### src/rtl/aes_round_ctrl.sv
// Sequencing FSM for the AES-128 round datapath and key scheduler.
// Defining AES_CTRL_ABORT_EN adds an abort input that drops the in-flight block.
module aes_round_ctrl #(
    parameter int unsigned NUM_ROUNDS = 10,
    parameter int unsigned ROUND_W    = 4,
    parameter int unsigned CNT_W      = 8
) (
    input  logic               CLK,
    input  logic               RST,
    input  logic               in_valid,
    output logic               in_ready,
    output logic               out_valid,
    input  logic               out_ready,
`ifdef AES_CTRL_ABORT_EN
    input  logic               abort,
`endif
    output logic               key_load,
    output logic               key_en,
    output logic               rcon_clr,
    output logic               state_load,
    output logic [ROUND_W-1:0] round_idx,
    output logic               last_round,
    output logic               busy,
    output logic [CNT_W-1:0]   blk_cnt
);

    localparam int unsigned STATE_W = 3;

    typedef enum logic [STATE_W-1:0] {
        S_IDLE  = 3'd0,
        S_LOAD  = 3'd1,
        S_ROUND = 3'd2,
        S_FINAL = 3'd3,
        S_DONE  = 3'd4
    } state_e;

    state_e             state_q, state_d;
    logic [ROUND_W-1:0] round_q, round_d;
    logic [CNT_W-1:0]   cnt_q,   cnt_d;

    // State, round counter and completed-block counter.
    always_ff @(posedge CLK or negedge RST) begin
        if (!RST) begin
            state_q <= S_IDLE;
            round_q <= '0;
            cnt_q   <= '0;
        end else begin
            state_q <= state_d;
            round_q <= round_d;
            cnt_q   <= cnt_d;
        end
    end

    // Next-state logic.
    always_comb begin
        state_d = state_q;
        round_d = round_q;
        cnt_d   = cnt_q;
        case (state_q)
            S_IDLE: begin
                if (in_valid) begin
                    state_d = S_LOAD;
                end
            end
            S_LOAD: begin
                state_d = S_ROUND;
                round_d = ROUND_W'(1);
            end
            S_ROUND: begin
                if (round_q == ROUND_W'(NUM_ROUNDS - 1)) begin
                    state_d = S_FINAL;
                    round_d = '0;
                end else begin
                    round_d = round_q + ROUND_W'(1);
                end
            end
            S_FINAL: begin
                state_d = S_DONE;
            end
            S_DONE: begin
                if (out_ready) begin
                    cnt_d   = cnt_q + CNT_W'(1);
                    state_d = in_valid ? S_LOAD : S_IDLE;
                end
            end
            default: begin
                state_d = S_IDLE;
                round_d = '0;
            end
        endcase
`ifdef AES_CTRL_ABORT_EN
        // Abort only cancels a block still in the key/round pipeline.
        if (abort && (state_q inside {S_LOAD, S_ROUND, S_FINAL})) begin
            state_d = S_IDLE;
            round_d = '0;
        end
`endif
    end

    // Moore decode; in_ready in DONE follows out_ready for back-to-back blocks.
    always_comb begin
        in_ready   = 1'b0;
        out_valid  = 1'b0;
        key_load   = 1'b0;
        key_en     = 1'b0;
        rcon_clr   = 1'b0;
        state_load = 1'b0;
        round_idx  = '0;
        last_round = 1'b0;
        case (state_q)
            S_IDLE: begin
                in_ready = 1'b1;
            end
            S_LOAD: begin
                key_load   = 1'b1;
                rcon_clr   = 1'b1;
                state_load = 1'b1;
            end
            S_ROUND: begin
                key_en    = 1'b1;
                round_idx = round_q;
            end
            S_FINAL: begin
                key_en     = 1'b1;
                round_idx  = ROUND_W'(NUM_ROUNDS);
                last_round = 1'b1;
            end
            S_DONE: begin
                out_valid = 1'b1;
                in_ready  = out_ready;
            end
            default: begin
                in_ready = 1'b0;
            end
        endcase
    end

    assign busy    = (state_q != S_IDLE);
    assign blk_cnt = cnt_q;

endmodule

### config.mk
export PLATFORM = sky130hd
export DESIGN_NAME = aes_round_ctrl
export DESIGN_NICKNAME = d
export VERILOG_FILES = /design/src/rtl/aes_round_ctrl.sv
export SDC_FILE = /design/constraint.sdc
export NUM_CORES = 1
export LEC_CHECK = 0
export CORE_MARGIN = 2
export CORE_UTILIZATION = 45
export CTS_CLUSTER_SIZE = 10
export DETAILED_ROUTE_END_ITERATION = 12
export PLACE_DENSITY = 0.75
export SLEW_MARGIN = 0
export SYNTH_ARGS = -nofsm -noshare
export SYNTH_HDL_FRONTEND = slang
export SYNTH_SLANG_ARGS = --single-unit
### constraint.sdc
create_clock -name CLK -period 1.6 [get_ports CLK]
set_input_delay 0.32 -clock CLK [delete_from_list [all_inputs] [get_ports CLK]]
set_output_delay 0.32 -clock CLK [all_outputs]
set_load 0.02 [all_outputs]
==> run summary, run 1 <==
status - finished with violations
violated checks - setup timing
post-route ant nets - 0
Seq/Total Area, Yosys - 44.5%
Root Driver - clkbuf_4
required time worst endpoint - 1.28 ns
RSZ-0062 raised after global routing - true
worst rel slew slack - 76.3%
mapped cell area - 843 sq um
Vias - 775
HP Class - in -> async
Placeable Area - 1750 sq um
Clock Path Buffers - 2
H-tree depth - 1
Worst Skew - 0.00276 ns
initial antenna violation count - 0
area of the die - 2240 sq um
Core Rows - 15
Unique masters post-synth - 34
hold buffers post-CTS - 0
area grow syn2layout - 67.2%
Crit. End Element - output pin
f_max - 584 MHz
Max FO, Critical Path - 5
DR pass1 iterations - 4
layout cells sized above 1 - 48.5%
CTS Buf Count - 3
DR WL/cell - 13.4 um
Via density - 4.87
ANT cells - 0
Ports - 24
Seq cells post-synth - 15
clock slew at the register clock pins of the worst setup and hold paths - 0.09 ns
Tightest Pin Transition - 0.354 ns
number of remaining DRC errors - 0
Syn Area/Cell - 10.4 sq um
Initial DRC Count - 9
Post-DP HPWL - 1.37 mm
Tcrit/Tclk final - 107%
Final Critical Period - 1.71 ns
pwr dens - 1850 nW/um^2
Multi-input gate area - 497 sq um
Die Y - 47.3 um
worst skew pair latency - 0.27 ns
final instance area - 1410 sq um
Cells after Synth - 81
yosys warns - 0
Layout Nets - 142
routability cong. - 0.758
setup_tns - -0.447 ns
first-pass GRT wire length - 3.08 mm
port bufs - 23
Power Total - 2.61 mW
pin count of the biggest net entering global routing - 16
initial core utilization - 48.3%
Total GRT Usage - 19.6%
critical path class - reg -> out
Synthesized Nets - 88
placed instance area - 1220 sq um
# setup viols final - 11
gr ovfl total - 0
Max Cap Violations - 0
critical path arrival - 1.39 ns
number of global-route vias before repair - 708
PnR worst setup slack - -0.111 ns
Lkg Pwr - 0.751 nW
TritonCTS Sinks - 15
final wirelength - 2.14 mm
Max Slew Vio Count - 0
CP startpoint kind - flop
Seq. cell area - 378 sq um
final hold viol count - 0
CTS tree - yes
peak supply drop - 1300 uV
Die X - 47.3 um
Layout fillers - 119
## where the power goes
group	leakage, nW	switching (mW)	total (mW)	internal (mW)
clock network	0.0177	0.120	0.212	0.0924
registers	0.197	0.145	0.636	0.491
logic	0.537	0.805	1.76	0.954
## per-layer routing
metal / share of wire (%) / vias up / GRT usage, %
li1: - / 391 / -
met3: 3.2 / 2 / 3.46
met5: 0 / - / 0
met1: 45 / 366 / 26.2
met2: 51 / 16 / 32.7
met4: 0.65 / 0 / 5.00
## Yosys cell counts, drive strengths merged
library cell,count,area [sq um]
xnor2,5,43.8
nand3,4,20.0
dfrtp,15,375
a21boi,1,7.51
nand2b,1,6.26
and4bb,1,12.5
o21a,1,7.51
inv,4,15.0
o2111a,1,11.3
o2bb2ai,2,17.5
nand3b,2,15.0
nand4,2,12.5
a211oi,1,7.51
nand4b,1,8.76
nand2,9,33.8
nor3b,2,20.0
nand4bb,1,27.5
a21oi,1,5.00
nor3,3,15.0
xor2,4,35.0
o21ai,3,15.0
ha,3,37.5
a21o,1,7.51
buf,5,30.0
nor2,1,3.75
nor4,1,12.5
or3,1,6.26
nor2b,2,12.5
o221ai,1,8.76
and2,2,12.5
## cells by family after synthesis
kind of cell    after synthesis  synth area share, %
simple gates                 33                 26.0
flops                        15                 44.5
compound gates               12                 10.4
xor+xnor                      9                 9.35
buf+inv                       9                 5.34
fa+ha+maj                     3                 4.45
## flip-flops by register name, summed over array words and instances (netlist names)
name	flops
round_q	4
blk_cnt	8
state_q	3
## worst paths after layout
path                            start          to  slack (ns)  cells after the start
setup reg to reg           state_q[1]  round_q[1]       -0.01                      9
setup / recovery           state_q[1]        busy       -0.11                      3
hold / removal                    RST  blk_cnt[4]        0.35                      2
hold reg to reg            blk_cnt[7]  blk_cnt[7]        0.50                      1
max in group asynchronous         RST  state_q[0]        1.06                      2
min in group CLK           blk_cnt[7]  blk_cnt[7]        0.50                      1
## worst max-delay path: stages, from the launching register on
cell,delay (ns)
dfrtp_1,0.45
buf_6,0.15
or3_4,0.38
buf_6,0.14
## cell usage in the layout (no fill, tap or decap), types with 2 or more instances in the layout
master,synthesis,layout
clkbuf_4,0,3
nand3b_1,2,2
inv_2,1,2
xnor2_1,5,5
ha_1,3,3
nand2_1,9,9
nor3_4,0,3
clkdlybuf4s50_1,0,3
dfrtp_2,0,2
and2_4,0,2
nand4_1,2,2
nand3_1,4,4
o2bb2ai_1,2,2
buf_4,2,27
xor2_1,4,4
dlygate4sd2_1,0,7
buf_6,0,12
buf_2,3,4
dfrtp_1,15,13
inv_1,3,2
## stage by stage
stage	hold slack (ns)	instances	utilization, %	setup WS (ns)
4_1_cts	0.347	156	77.0	-0.104
6_report	0.346	159	80.8	-0.111
2_1_floorplan	0.0244	81	-	0.0408
3_5_place_dp	0.464	142	70.0	-0.468
5_1_grt	0.367	159	80.8	-0.146
3_3_place_gp	0.457	142	70.0	-0.470
## final cells by class
type / count / area share, %
multi-input combinational: 57 / 35.2
timing repair buffer: 54 / 32.7
sequential: 15 / 26.8
tap: 25 / 2.22
clock buffer: 3 / 1.60
inverter: 4 / 1.06
clock inverter: 1 / 0.355
## timing repair
action | in CTS | in global routing
pin swaps | 6 | 10
endpoints found under the setup margin | 19 | 19
gates resized for setup | 89 | 10
setup buffers | 10 | 3
No activity file was read; power rests on OpenSTA's default activity.
==> inputs of run 2 (changes only) <==
SLEW_MARGIN = not set   (was 0)
==> results of run 2 <==
Same layout as run 1: the final DEF is identical, and so are final timing and power.
==> inputs of run 3 (changes only) <==
CTS_BUF_LIST = sky130_fd_sc_hd__clkbuf_16   (was not set)
==> run summary, run 3 (same netlist as run 1, synthesis figures left out) <==
ANT cells - 0
Layout Nets - 136
critical path arrival - 1.32 ns
worst skew pair latency - 0.24 ns
switch share - 38.3%
Total GRT Usage - 18.2%
layout cells sized above 1 - 45.3%
violated checks - setup timing
Core Util, Final - 79.4%
FF-to-FF Start - state_q[1]
Core Rows - 15
final std cells w/o fill - 153
routability cong. - 0.758
Clk pwr share - 17.4%
Ports - 24
Max Slew Vio Count - 0
commonest non-fill, non-tap cell in the layout - buf_4
Placeable Area - 1750 sq um
CP startpoint kind - flop
CTS tree - yes
Max Cap Violations - 0
port bufs - 23
final hold viol count - 0
Crit. End Element - output pin
required time worst endpoint - 1.28 ns
DP Cell Count - 142
initial antenna violation count - 0
Max FO, Critical Path - 5
post-route ant nets - 0
Die Y - 47.3 um
initial core utilization - 48.3%
number of remaining DRC errors - 0
Post-DP HPWL - 1.37 mm
pin count of the biggest net entering global routing - 16
Via density - 5.08
peak supply drop - 1360 uV
worst rel slew slack - 76.7%
Root Driver - clkbuf_16
Psw - 1.05 mW
Tcrit/Tclk final - 103%
Worst Skew - 0.00365 ns
area grow syn2layout - 64.4%
logic gate share of total power - 59.2%
clock slew at the register clock pins of the worst setup and hold paths - 0.05 ns
DP Worst Slack - -0.468 ns
area of the die - 2240 sq um
Clock Path Buffers - 2
critical path class - reg -> out
Initial DRC Count - 10
Final Critical Period - 1.64 ns
CTS Buf Count - 3
Seq pwr share - 23.4%
DR WL/cell - 13.3 um
TritonCTS Sinks - 15
number of global-route vias before repair - 673
H-tree depth - 1
hold_ws - 0.389 ns
Tightest Pin Transition - 0.348 ns
pwr dens - 1980 nW/um^2
PnR worst setup slack - -0.0424 ns
f_max - 609 MHz
Worst R2R End - blk_cnt[6]
gr ovfl total - 0
Power Total - 2.75 mW
final wirelength - 2.03 mm
internal power - 1.70 mW
Die X - 47.3 um
first-pass GRT wire length - 2.82 mm
DR pass1 iterations - 4
commonest non-fill, non-tap cells in the layout - buf_4 (27), dfrtp_1 (13), nand2_1 (9), clkdlybuf4s50_1 (6)
worst-case reg-to-reg path depth - 6
HP Class - in -> async
status - finished with violations
# setup viols final - 3
Lkg Pwr - 0.708 nW
Vias - 778
reg2reg setup slack - 0.05 ns
max FFs per register - 8
RSZ-0062 raised after global routing - true
## run 3: changes by cell type in the layout (fill, tap and decap cells not counted), sizes merged
cell | previous run | this run
clkdlybuf4s15 | 0 | 2
dlymetal6s2s | 1 | 2
dlygate4sd2 | 7 | 3
clkdlybuf4s50 | 3 | 6
buf | 43 | 35
## run 3: routing by layer
layer / share of wire (%) / GRT usage, %
met3: 3.8 / 2.31
met4: 1.7 / 8.33
met5: 0 / 0
met2: 49 / 29.5
met1: 46 / 24.1
## run 3: how the worst max path moves through the flow
stage          slack (ns)        from  cells past startpoint        to
2_1_floorplan        0.04  state_q[0]                      4  rcon_clr
4_1_cts             -0.08  state_q[1]                      3      busy
6_report            -0.04  state_q[1]                      3      busy
3_5_place_dp        -0.47   out_ready                      4  in_ready
3_3_place_gp        -0.47   out_ready                      4  in_ready
5_1_grt             -0.08  state_q[1]                      3      busy
## run 3: metrics by stage
step / cell area (sq um) / TNS, ns
floorplan: 855 / 0
global placement: 1220 / -2.36
detailed placement: 1220 / -2.48
CTS: 1280 / -0.149
global route: 1390 / -0.362
finish: 1390 / -0.0822
## run 3: power groups by stage
stage          sequential, mW  clock [mW]  combinational, mW
2_1_floorplan           0.646           0              0.749
3_3_place_gp            0.644           0               1.40
5_1_grt                 0.660       0.507               1.74
6_report                0.643       0.479               1.63
4_1_cts                 0.638       0.491               1.39
3_5_place_dp            0.647           0               1.43
## run 3: repair_timing
action / in CTS / in global routing
pin swaps: 3 / 4
hold endpoints to repair: 0 / 0
setup buffers: 3 / 4
endpoints found under the setup margin: 15 / 13
hold buffers: 0 / 0
resized for setup: 57 / 23
## run 3: layout make-up
cell class	instances	area, sq um
multi-input combinational	57	474
sequential	15	378
fill	126	359
inverter	4	15.0
clock inverter	1	5.00
clock buffer	3	75.1
timing repair buffer	48	408
tap	25	31.3
## run 3: critical path: stages, from the launching register on
cell     delay (ns)
dfrtp_1        0.42
buf_6          0.15
or3_4          0.38
buf_6          0.14
